<file path="src/rtl/sipo_deserializer_if.sv">
// Handshake and data bundle between the serial source/consumer and the
// deserializer. The master side drives the serial stream and the consumer
// ready; the slave side (the deserializer) returns the word and status.
interface sipo_deserializer_if #(
  parameter int WIDTH = 4
);
  localparam int CW = $clog2(WIDTH) + 1;

  logic             clr;
  logic             sin;
  logic             sin_valid;
  logic [WIDTH-1:0] dout;
  logic             dout_valid;
  logic             dout_ready;
  logic [CW-1:0]    bit_cnt;
  logic             overrun;

  modport master (
    output clr, sin, sin_valid, dout_ready,
    input  dout, dout_valid, bit_cnt, overrun
  );

  modport slave (
    input  clr, sin, sin_valid, dout_ready,
    output dout, dout_valid, bit_cnt, overrun
  );
endinterface

</file>
<file path="src/rtl/sipo_deserializer.sv">
// Serial-in/parallel-out deserializer. Collects qualified serial bits into
// WIDTH-bit words and parks each completed word in a single output slot
// with a valid/ready handshake. A word that completes while the slot is
// full and not draining is dropped and raises a sticky overrun flag.
module sipo_deserializer #(
  parameter int WIDTH     = 4,
  parameter bit MSB_FIRST = 1'b1
) (
  input logic              clk,
  input logic              rst,
  sipo_deserializer_if.slave bus
);
  localparam int CW = $clog2(WIDTH) + 1;
  localparam logic [CW-1:0] LAST_CNT = CW'(WIDTH - 1);

  logic [WIDTH-1:0] shreg;
  logic [WIDTH-1:0] word_next;
  logic [WIDTH-1:0] dout_r;
  logic [CW-1:0]    cnt;
  logic             valid_r;
  logic             ovr_r;
  logic             done;
  logic             drain;

  // Shift register contents with the current bit appended in the chosen order.
  always_comb begin
    word_next = '0;
    if (MSB_FIRST) word_next = {shreg[WIDTH-2:0], bus.sin};
    else           word_next = {bus.sin, shreg[WIDTH-1:1]};
  end

  assign done  = bus.sin_valid && (cnt == LAST_CNT);
  assign drain = valid_r && bus.dout_ready;

  // Bit collection: shift on every qualified bit, wrap the count on completion.
  always_ff @(posedge clk or posedge rst) begin
    if (rst) begin
      shreg <= '0;
      cnt   <= '0;
    end else if (bus.clr) begin
      shreg <= '0;
      cnt   <= '0;
    end else if (bus.sin_valid) begin
      shreg <= word_next;
      cnt   <= done ? '0 : cnt + 1'b1;
    end
  end

  // Output slot: load when free or draining this edge, else flag the lost word.
  always_ff @(posedge clk or posedge rst) begin
    if (rst) begin
      dout_r  <= '0;
      valid_r <= 1'b0;
      ovr_r   <= 1'b0;
    end else if (bus.clr) begin
      dout_r  <= '0;
      valid_r <= 1'b0;
      ovr_r   <= 1'b0;
    end else if (done) begin
      if (!valid_r || drain) begin
        dout_r  <= word_next;
        valid_r <= 1'b1;
      end else begin
        ovr_r <= 1'b1;
      end
    end else if (drain) begin
      valid_r <= 1'b0;
    end
  end

  assign bus.dout       = dout_r;
  assign bus.dout_valid = valid_r;
  assign bus.bit_cnt    = cnt;
  assign bus.overrun    = ovr_r;
endmodule

</file>
<file path="src/flat_wrapper.sv">
// flat-port wrapper written by rule: the top's interface ports become plain ports
module sipo_deserializer_flat 
#(
  parameter int WIDTH     = 4,
  parameter bit MSB_FIRST = 1'b1
)
  (clk, rst, bus_clr, bus_sin, bus_sin_valid, bus_dout_ready, bus_dout, bus_dout_valid, bus_bit_cnt, bus_overrun);
  sipo_deserializer_if #(.WIDTH(WIDTH)) bus_i ();
  input logic clk;
  input logic rst;
  input wire logic [$bits(bus_i.clr)-1:0] bus_clr;
  input wire logic [$bits(bus_i.sin)-1:0] bus_sin;
  input wire logic [$bits(bus_i.sin_valid)-1:0] bus_sin_valid;
  input wire logic [$bits(bus_i.dout_ready)-1:0] bus_dout_ready;
  output wire logic [$bits(bus_i.dout)-1:0] bus_dout;
  output wire logic [$bits(bus_i.dout_valid)-1:0] bus_dout_valid;
  output wire logic [$bits(bus_i.bit_cnt)-1:0] bus_bit_cnt;
  output wire logic [$bits(bus_i.overrun)-1:0] bus_overrun;
  assign bus_i.clr = bus_clr;
  assign bus_i.sin = bus_sin;
  assign bus_i.sin_valid = bus_sin_valid;
  assign bus_i.dout_ready = bus_dout_ready;
  assign bus_dout = bus_i.dout;
  assign bus_dout_valid = bus_i.dout_valid;
  assign bus_bit_cnt = bus_i.bit_cnt;
  assign bus_overrun = bus_i.overrun;
  sipo_deserializer #(.WIDTH(WIDTH), .MSB_FIRST(MSB_FIRST)) u_core (.clk(clk), .rst(rst), .bus(bus_i));
endmodule
</file>
<file path="config.mk">
export PLATFORM = sky130hd
export DESIGN_NAME = sipo_deserializer_flat
export DESIGN_NICKNAME = d
export VERILOG_FILES = /design/src/rtl/sipo_deserializer_if.sv /design/src/rtl/sipo_deserializer.sv /design/src/flat_wrapper.sv
export SDC_FILE = /design/constraint.sdc
export NUM_CORES = 1
export LEC_CHECK = 0
export ABC_AREA = 1
export BUFFER_PORTS_ARGS = -buffer_cell sky130_fd_sc_hd__buf_4
export CORE_AREA = 2 2 39 41
export CTS_CLUSTER_DIAMETER = 200
export DETAILED_ROUTE_END_ITERATION = 8
export DIE_AREA = 0 0 41 43
export PLACE_DENSITY_LB_ADDON = 0.3
export SETUP_SLACK_MARGIN = 0.3
export SLEW_MARGIN = 25
export SYNTH_ARGS = -nofsm -noshare
export SYNTH_HDL_FRONTEND = slang
export SYNTH_SLANG_ARGS = --single-unit
</file>
<file path="constraint.sdc">
create_clock -name clk -period 1.3 [get_ports clk]
set_input_delay 0.325 -clock clk [delete_from_list [all_inputs] [get_ports clk]]
set_output_delay 0.325 -clock clk [all_outputs]
set_load 0.01 [all_outputs]
</file>
# Word-level counts from Yosys, hierarchy flattened
# Cells that the tools add are included.
[op_classes] addsub=1 n_eq_ne=3 muxes=15 reduce_logical=11
[op_table] operator="two-way mux 3 bit" n=5
[op_table] operator="two-way mux 4 bit" n=3
[op_table] operator="two-way mux 1 bit" n=7
[op_table] operator="AND reduction 2 bit" n=3
[op_table] operator="nonzero test 2 bit" n=3
[op_table] operator="adder 3 x 1 -> 3 bit (second input constant)" n=1
[op_table] operator="== test 3 x 2 -> 1 bit (second input constant)" n=1
[op_table] operator="inequality test 3 bit (second input constant)" n=1
[op_table] operator="nonzero test 3 bit" n=1
[op_table] operator="logical AND 1 bit" n=2
[op_table] operator="inequality test 2 bit (second input constant)" n=1
[op_table] operator="zero test 1 bit" n=1
[op_table] operator="logical OR 1 bit" n=1
[totals] regBits=12 inputBits=6 output_inout_bits=9 word_cells=35

# Depth between registers and ports, before layout
# Gate-level depths: netlist of the first run.
[depth] depth_word=5 depth_mapped=6 mapped_depth_nobuf=6

# Worst setup path after synthesis of the first run
# Ideal clock, no wire load.
[synth_path] path_type="register to register" from="register u_core.cnt[0] (netlist: u_core.bus.bit_cnt[0])" to="register u_core.dout_r[0] (netlist: u_core.bus.dout[0])" setup_ns=0.117 t_arrival_ns=0.930 required_ns=1.183 slack_ns=0.253 stages_incl_launch_ff=7 path_buffers=0 period_less_slack_ns=1.047 path_cell_list="dfrtp_1 ha_1 nand3_2 nand2_2 nand2_2 nand2_1 nand2_1"
[synth_via] elab_chain_len=4
[synth_rtl] element="from (decl)" line="sipo_deserializer.sv:19" rtl="logic [CW-1:0] cnt;"
[synth_rtl] element="from (signal assigned)" line="sipo_deserializer.sv:45" rtl="cnt <= done ? '0 : cnt + 1'b1;"
[synth_rtl] element="== test 3 x 2 -> 1 bit" line="sipo_deserializer.sv:32" rtl="assign done = bus.sin_valid && (cnt == LAST_CNT);"
[synth_rtl] element="logical AND 1 bit" line="sipo_deserializer.sv:32"
[synth_rtl] element="nonzero test 2 bit (no line)"
[synth_rtl] element="AND reduction 2 bit (no line)"
[synth_rtl] element="to (signal assigned)" line="sipo_deserializer.sv:61" rtl="dout_r <= word_next;"
[synth_rtl] element="to (decl)" line="sipo_deserializer.sv:18" rtl="logic [WIDTH-1:0] dout_r;"
# No other way between the ends.
# A chain may end at the register's enable or synchronous reset.

# Worst setup path after layout of the first run
[layout_path] from="register u_core.cnt[1] (netlist: u_core.bus.bit_cnt[1])" to="output bus_bit_cnt[1]"
[layout_rtl] element="to (decl)" line="flat_wrapper.sv:17" rtl="output wire logic [$bits(bus_i.bit_cnt)-1:0] bus_bit_cnt;"
# No word-level cell between the ends.

==> metrics.log, run 1 <==
INFO  metric status = completed
INFO  metric setup.worst_path.class = flip-flop to output pin
INFO  metric grt_remaining_overflow = 0
INFO  metric post_layout_total_power = 0.765 mW
INFO  metric groute.usage.overall = 0.167
INFO  metric first_global_vias = 451
INFO  metric final_design_area_no_fill = 803 um2
INFO  metric max_slew_violation_count = 0
INFO  metric initial_utilization = 0.373
INFO  metric postSynthCellCount = 57
INFO  metric finish.utilization = 0.580
INFO  metric worstPathCellList = buf_6
INFO  metric switching_power = 0.176 mW
INFO  metric area_share_of_the_largest_cell_type_after_synthesis = 0.581
INFO  metric dp_cells = 86
INFO  metric clock_tree.buffer_depth = 2
INFO  metric fmax = 0.872 GHz
INFO  metric synth.avg_cell_area = 9.07 um2
INFO  metric fp.dieW = 41 um
INFO  metric detailedPlace.worstSlack = 0.248 ns
INFO  metric maxSlewHeadroom = 0.693
INFO  metric gp_routability_congestion = 0.766
INFO  metric portBuffers = 14
INFO  metric clock_tree.htree_level_count = 1
INFO  metric totalNegativeSetupSlack = 0 ns
INFO  metric power_dens_cells = 952 nW/um2
INFO  metric actual_slew_at_the_worst_max_slew_pin = 0.460 ns
INFO  metric postLayoutSetupSlackWorst = 0.153 ns
INFO  metric hold_violations = 0
INFO  metric setup_viol = 0
INFO  metric p_sw_frac = 0.230
INFO  metric postRouteWirelength = 1.12 mm
INFO  metric worstPathBufferInverterCount = 1
INFO  metric areaGrowthSynthToFinish = 55.4%
INFO  metric endpoint_arrival_time_on_the_critical_path = 0.82 ns
INFO  metric yosys_register_bits = 12
INFO  metric synthesis.yosys.warnings = 0
INFO  metric final-instance-count-excl-fill = 98
INFO  metric type_of_destination_of_the_critical_path = output pin
INFO  metric post_dp_cell_area = 631 um2
INFO  metric clkPwrFrac = 0.382
INFO  metric globalRouteMet1Util = 0.232
INFO  metric synth-edff-count = 0
INFO  metric grt_most_used_layer = met1
INFO  metric antennaDiodeCount = 0
INFO  metric timing.max_cap.violations = 0
INFO  metric period_needed = 1.15 ns
INFO  metric first_pass_grt_wire_length = 1.93 mm
INFO  metric critical_path.max_fanout = 3
INFO  metric critPathLaunchType = flip-flop
INFO  metric register_area = 300 um2
INFO  metric cts_made_buffers = 3
INFO  metric place.detailed.hpwl = 790 um
INFO  metric static-leakage-power = 0.430 nW
INFO  metric postSynth.topFlopCell = sky130_fd_sc_hd__dfrtp_1
INFO  metric p_int = 0.589 mW
INFO  metric rsz0062_at_grt = yes
INFO  metric fin_worst_skew = 0.00589 ns
INFO  metric crit_required = 0.98 ns
INFO  metric grt_antenna_before_repair = 0
INFO  metric vias = 454
INFO  metric drt_drc_violations_left = 0
INFO  metric yosys-top-cells-count = sky130_fd_sc_hd__nand2_1, sky130_fd_sc_hd__dfrtp_1, sky130_fd_sc_hd__nand3_1, sky130_fd_sc_hd__inv_1, sky130_fd_sc_hd__o21ai_0
INFO  metric irDropWorstVdd = 618 uV
INFO  metric floorplan.die.height = 43 um
INFO  metric cts.sink_count = 12
INFO  metric critPathTopFamily = flip-flops
INFO  metric nets = 90
INFO  metric die_area = 1760 um2
INFO  metric grt_max_degree = 13
INFO  metric synth.net_count = 64
INFO  metric routed_via_density = 4.63
INFO  metric comb_power_share = 0.108
INFO  metric synth_async_sr_flop_share = 1.00
INFO  metric core_region_area = 1380 um2
INFO  metric yosys.cell_count.top_type = sky130_fd_sc_hd__nand2_1
INFO  metric p_seq_frac = 0.510
INFO  metric syn-cell-area = 517 um2
INFO  metric timing.final.crit_share = 0.882
INFO  metric whs = 0.0577 ns
INFO  metric rows = 14
INFO  metric synth.distinct_cells = 14
INFO  metric wl_per_cell = 11.4 um
INFO  metric drive_above_1_share = 0.476
INFO  metric clock_insertion_delay_worst_skew = 0.27 ns
INFO  metric worst_path_max_delay_cell = sky130_fd_sc_hd__dfrtp_1
INFO  metric seq_area_frac_synth = 0.581
INFO  metric fill_cells = 121
INFO  metric drtAntennaViolNets = 0
INFO  metric critPathMaxStageDelay = 0.42 ns
INFO  metric detail_route.iter0.violations = 10
INFO  metric synth.area.top_cells = sky130_fd_sc_hd__dfrtp_1, sky130_fd_sc_hd__nand2_1, sky130_fd_sc_hd__nand3_1, sky130_fd_sc_hd__o21ai_0, sky130_fd_sc_hd__inv_1
INFO  metric synth_largest_area_cell = sky130_fd_sc_hd__dfrtp_1
INFO  metric cts-hold-fix-buffers = 0
INFO  metric clockRootBuffer = sky130_fd_sc_hd__clkbuf_4
INFO  metric pin_count = 15
INFO  metric met2_usage = 0.213
INFO  metric hp-class = input pin to async pin
INFO  metric gr-usage-met3 = 0.0524
INFO  metric detail_route.first_pass.iterations = 4
INFO  metric multiInputGateArea = 223 um2
INFO  metric tritoncts = yes
INFO  metric clk_transition_reported_paths = 0.08 ns
[worst paths after layout]
check | start | endpoint | slack, ns | cells after the start
worst min-delay path | rst | u_core.bus.dout[2] | 0.06 | 2
worst min register to register | u_core.shreg[2] | u_core.shreg[2] | 0.50 | 2
max in group asynchronous | rst | u_core.bus.dout[1] | 0.92 | 2
worst max-delay path | u_core.bus.bit_cnt[1] | bus_bit_cnt[1] | 0.15 | 1
min in group clk | bus_clr | u_core.bus.bit_cnt[2] | 0.25 | 2
worst max register to register | u_core.bus.bit_cnt[1] | u_core.bus.dout[1] | 0.18 | 6
[repair_timing]
action / 4_1_cts / 5_1_grt
pin swaps: 0 / 2
gates resized for setup: 10 / 12
buffers inserted: 5 / 3
setup endpoints to repair: 16 / 17
[cell type report]
type | instances | share of cell area
clock buffers | 4 | 0.0452
inverters | 6 | 0.0312
multi-input cells | 38 | 0.277
flip-flops and latches | 12 | 0.374
well taps | 16 | 0.0249
repair buffers | 22 | 0.248
[cells by family after synthesis]
kind of cell               share of synthesized area
adders and majority gates                     0.0242
DFF                                            0.581
AOI/OAI and AO/OA                             0.0629
and+or+nand+nor                                0.266
buffers and inverters                         0.0654
[cell usage in the layout, fill, tap and decap left out]
cell,count
sky130_fd_sc_hd__a211oi_2,1
sky130_fd_sc_hd__a21oi_1,1
sky130_fd_sc_hd__buf_4,13
sky130_fd_sc_hd__buf_6,9
sky130_fd_sc_hd__clkbuf_4,3
sky130_fd_sc_hd__clkbuf_8,1
sky130_fd_sc_hd__dfrtp_1,12
sky130_fd_sc_hd__ha_2,1
sky130_fd_sc_hd__inv_1,4
sky130_fd_sc_hd__inv_2,1
sky130_fd_sc_hd__inv_4,1
sky130_fd_sc_hd__nand2_1,13
sky130_fd_sc_hd__nand2_2,6
sky130_fd_sc_hd__nand2_4,2
sky130_fd_sc_hd__nand3_1,8
sky130_fd_sc_hd__nand3_4,1
sky130_fd_sc_hd__nor2_1,1
sky130_fd_sc_hd__o21ai_0,2
sky130_fd_sc_hd__o21ai_1,2
[sequential cells by signal, indices dropped and copies added, names as in the netlist]
| signal | count |
|---|---|
| u_core.shreg | 3 |
| u_core.bus.dout_valid | 1 |
| u_core.bus.bit_cnt | 3 |
| u_core.bus.overrun | 1 |
| u_core.bus.dout | 4 |
[metal layers]
layer	wire [um]	share of wire
met1	531	0.47
met2	504	0.45
met3	60	0.054
met4	21	0.019
met5	0	0
[power by group through the flow]
stage                     logic (mW)  registers, mW  clock network (mW)
after global routing          0.0940          0.391               0.328
after floorplan               0.0358          0.398                   0
after CTS                     0.0752          0.390               0.304
after detailed placement      0.0662          0.397                   0
final                         0.0823          0.390               0.292
after global placement        0.0658          0.396                   0
[worst register-to-register path: stages (launching register included)]
cell and delay (ns):
sky130_fd_sc_hd__dfrtp_1 0.40, sky130_fd_sc_hd__ha_2 0.23, sky130_fd_sc_hd__nand3_4 0.11, sky130_fd_sc_hd__nand2_4 0.10
sky130_fd_sc_hd__nand2_4 0.07, sky130_fd_sc_hd__nand2_2 0.06, sky130_fd_sc_hd__nand2_1 0.04
(Power assumes the default switching activity.)
==> run 2, diff against run 1 <==
--- a/config.mk
+++ b/config.mk
@@ -7,10 +7,11 @@
 export LEC_CHECK = 0
 export ABC_AREA = 1
 export BUFFER_PORTS_ARGS = -buffer_cell sky130_fd_sc_hd__buf_4
-export CORE_AREA = 2 2 39 41
+export CELL_PAD_IN_SITES_DETAIL_PLACEMENT = 0
+export CELL_PAD_IN_SITES_GLOBAL_PLACEMENT = 1
+export CORE_UTILIZATION = 34
 export CTS_CLUSTER_DIAMETER = 200
 export DETAILED_ROUTE_END_ITERATION = 8
-export DIE_AREA = 0 0 41 43
 export PLACE_DENSITY_LB_ADDON = 0.3
 export SETUP_SLACK_MARGIN = 0.3
 export SLEW_MARGIN = 25
==> run 2 against run 1 <==
Net effect: maximum frequency up 0.25%; critical path depth unchanged; via count up 4.2%; clock-buffer cell count down 1; combinational power down 0.6%; sequential power about the same; die area down 4.7%; final cell count down 2.0%; critical endpoint unchanged; setup slack better by 0.0029 ns; first-iteration DRC count down 20%; register-to-register slack better by 0.04 ns.
==> metrics.log, run 2 (synthesis gave the netlist of run 1 again) <==
INFO  metric status = completed
INFO  metric worst_path_max_delay_cell = sky130_fd_sc_hd__dfrtp_1
INFO  metric post_dp_cell_area = 629 um2 (-0.20%)
INFO  metric first_global_vias = 385 (-15%)
INFO  metric core_region_area = 1350 um2 (-2.4%)
INFO  metric static-leakage-power = 0.419 nW (-2.5%)
INFO  metric gp_routability_congestion = 0.686 (-10%)
INFO  metric fmax = 0.874 GHz (+0.25%)
INFO  metric place.detailed.hpwl = 768 um (-2.8%)
INFO  metric rr_startpoint = u_core.bus.bit_cnt[1]
INFO  metric mostFrequentLayoutCell = sky130_fd_sc_hd__nand2_1
INFO  metric worstPathCellList = buf_6
INFO  metric grt_remaining_overflow = 0 (unchanged)
INFO  metric clock_tree.buffer_depth = 2 (unchanged)
INFO  metric floorplan.die.height = 41.0 um (-4.7%)
INFO  metric timing.final.crit_share = 0.880 (-0.00221)
INFO  metric worst_setup_path_startpoint = u_core.bus.bit_cnt[1]
INFO  metric irDropWorstVdd = 576 uV (-6.7%)
INFO  metric groute.usage.overall = 0.162 (-0.00509)
INFO  metric hold_violations = 0 (unchanged)
INFO  metric tritoncts = yes
INFO  metric worstPathBufferInverterCount = 1 (unchanged)
INFO  metric postRouteWirelength = 1.12 mm (about the same)
INFO  metric cts.sink_count = 12 (unchanged)
INFO  metric cts-hold-fix-buffers = 0 (unchanged)
INFO  metric critPathMaxStageDelay = 0.42 ns (about the same)
INFO  metric cts_made_buffers = 3 (unchanged)
INFO  metric critical_path.max_fanout = 3 (unchanged)
INFO  metric portBuffers = 14 (unchanged)
INFO  metric final_design_area_no_fill = 763 um2 (-5.0%)
INFO  metric setup_viol = 0 (unchanged)
INFO  metric rows = 13 (-1)
INFO  metric grt_antenna_before_repair = 0 (unchanged)
INFO  metric grt_max_degree = 13 (unchanged)
INFO  metric drive_above_1_share = 0.407 (-0.0682)
INFO  metric clk_transition_reported_paths = 0.07 ns (about the same)
INFO  metric initial_utilization = 0.383 (+0.00934)
INFO  metric timing.max_cap.violations = 0 (unchanged)
INFO  metric power_dens_cells = 919 nW/um2 (-3.5%)
INFO  metric first_pass_grt_wire_length = 1.64 mm (-15%)
INFO  metric setup.worst_path.class = flip-flop to output pin
INFO  metric drt_drc_violations_left = 0 (unchanged)
INFO  metric multiInputGateArea = 200 um2 (-10%)
INFO  metric hp-class = input pin to async pin
INFO  metric detail_route.first_pass.iterations = 4 (unchanged)
INFO  metric critPathLaunchType = flip-flop
INFO  metric antennaDiodeCount = 0 (unchanged)
INFO  metric max_slew_violation_count = 0 (unchanged)
INFO  metric endpoint_arrival_time_on_the_critical_path = 0.82 ns (about the same)
INFO  metric fp.dieW = 41.0 um (about the same)
INFO  metric rsz0062_at_grt = yes
INFO  metric pin_count = 15 (unchanged)
INFO  metric fill_cells = 128 (+5.8%)
INFO  metric drtAntennaViolNets = 0 (unchanged)
INFO  metric clock_insertion_delay_worst_skew = 0.27 ns (about the same)
INFO  metric routed_via_density = 4.93 (+6.4%)
INFO  metric die_area = 1680 um2 (-4.7%)
INFO  metric crit_required = 0.98 ns (about the same)
INFO  metric totalNegativeSetupSlack = 0 ns (unchanged)
INFO  metric detail_route.iter0.violations = 8 (-2)
INFO  metric period_needed = 1.14 ns (-0.00287 ns)
INFO  metric critPathTopFamily = flip-flops
INFO  metric top_library_cells_by_usage_in_the_layout_fill_and_taps_aside = sky130_fd_sc_hd__nand2_1, sky130_fd_sc_hd__buf_4, sky130_fd_sc_hd__dfrtp_1
INFO  metric whs = 0.0579 ns (+0.000135 ns)
INFO  metric areaGrowthSynthToFinish = 47.7%
INFO  metric wl_per_cell = 11.6 um (+2.0%)
INFO  metric maxSlewHeadroom = 0.696 (+0.00292)
INFO  metric largest_register_ffs = 4 (unchanged)
INFO  metric type_of_destination_of_the_critical_path = output pin
INFO  metric clock_tree.htree_level_count = 1 (unchanged)
INFO  metric nets = 90 (unchanged)
INFO  metric clockRootBuffer = sky130_fd_sc_hd__clkbuf_4
INFO  metric register_area = 300 um2 (unchanged)
INFO  metric fin_worst_skew = 0.00236 ns (-0.00353 ns)
INFO  metric vias = 473 (+4.2%)
INFO  metric actual_slew_at_the_worst_max_slew_pin = 0.456 ns (-0.00438 ns)
INFO  metric timing.reg2reg.setup_slack = 0.22 ns (+0.04 ns)
run 2: cell types whose count changed in the layout (fill, tap and decap cells not counted), sizes merged:
cell / change
clkbuf: -1
run 2: final timing paths:
check                                        end  depth (start not counted)
max in group asynchronous     u_core.bus.dout[2]                          2
hold / removal                u_core.bus.overrun                          2
setup reg to reg              u_core.bus.dout[3]                          6
hold reg to reg                  u_core.shreg[2]                          2
min in group clk           u_core.bus.bit_cnt[2]                          2
setup / recovery                  bus_bit_cnt[1]                          1
run 2: cell type report:
cell class / instances / share of cell area
Timing Repair Buffer: 22 / 0.261
Tap cell: 15 / 0.0246
Clock buffer: 3 / 0.0295
Sequential cell: 12 / 0.393
Multi-Input combinational cell: 38 / 0.262
Inverter: 6 / 0.0295
run 2: per-stage QoR:
| stage | setup slack, ns | power, mW | std cells | utilization |
|---|---|---|---|---|
| finish | 0.156 | 0.702 | 96 | 0.565 |
| global route | 0.119 | 0.738 | 96 | 0.565 |
| CTS | 0.153 | 0.713 | 95 | 0.552 |
| detailed placement | 0.219 | 0.463 | 85 | 0.466 |
| global placement | 0.247 | 0.463 | 85 | 0.466 |
| floorplan | 0.253 | 0.434 | 57 | - |
run 2: report_power, final:
group	switching (mW)	internal, mW	total, mW
Sequential	0.00809	0.382	0.390
Clock	0.123	0.107	0.230
Combinational	0.0435	0.0383	0.0818
run 2: timing repair:
item	in CTS	in global routing
buffers inserted	7	1
resized for setup	11	3
endpoints found under the setup margin	15	17
pin swaps	0	1
run 2: per-layer routing:
| layer | vias to the layer above | routed length [um] | global-route usage |
|---|---|---|---|
| met4 | 0 | 21 | 0.100 |
| li1 | 233 | - | - |
| met1 | 225 | 517 | 0.225 |
| met2 | 11 | 524 | 0.215 |
| met5 | - | 0 | 0 |
| met3 | 4 | 54 | 0.0489 |
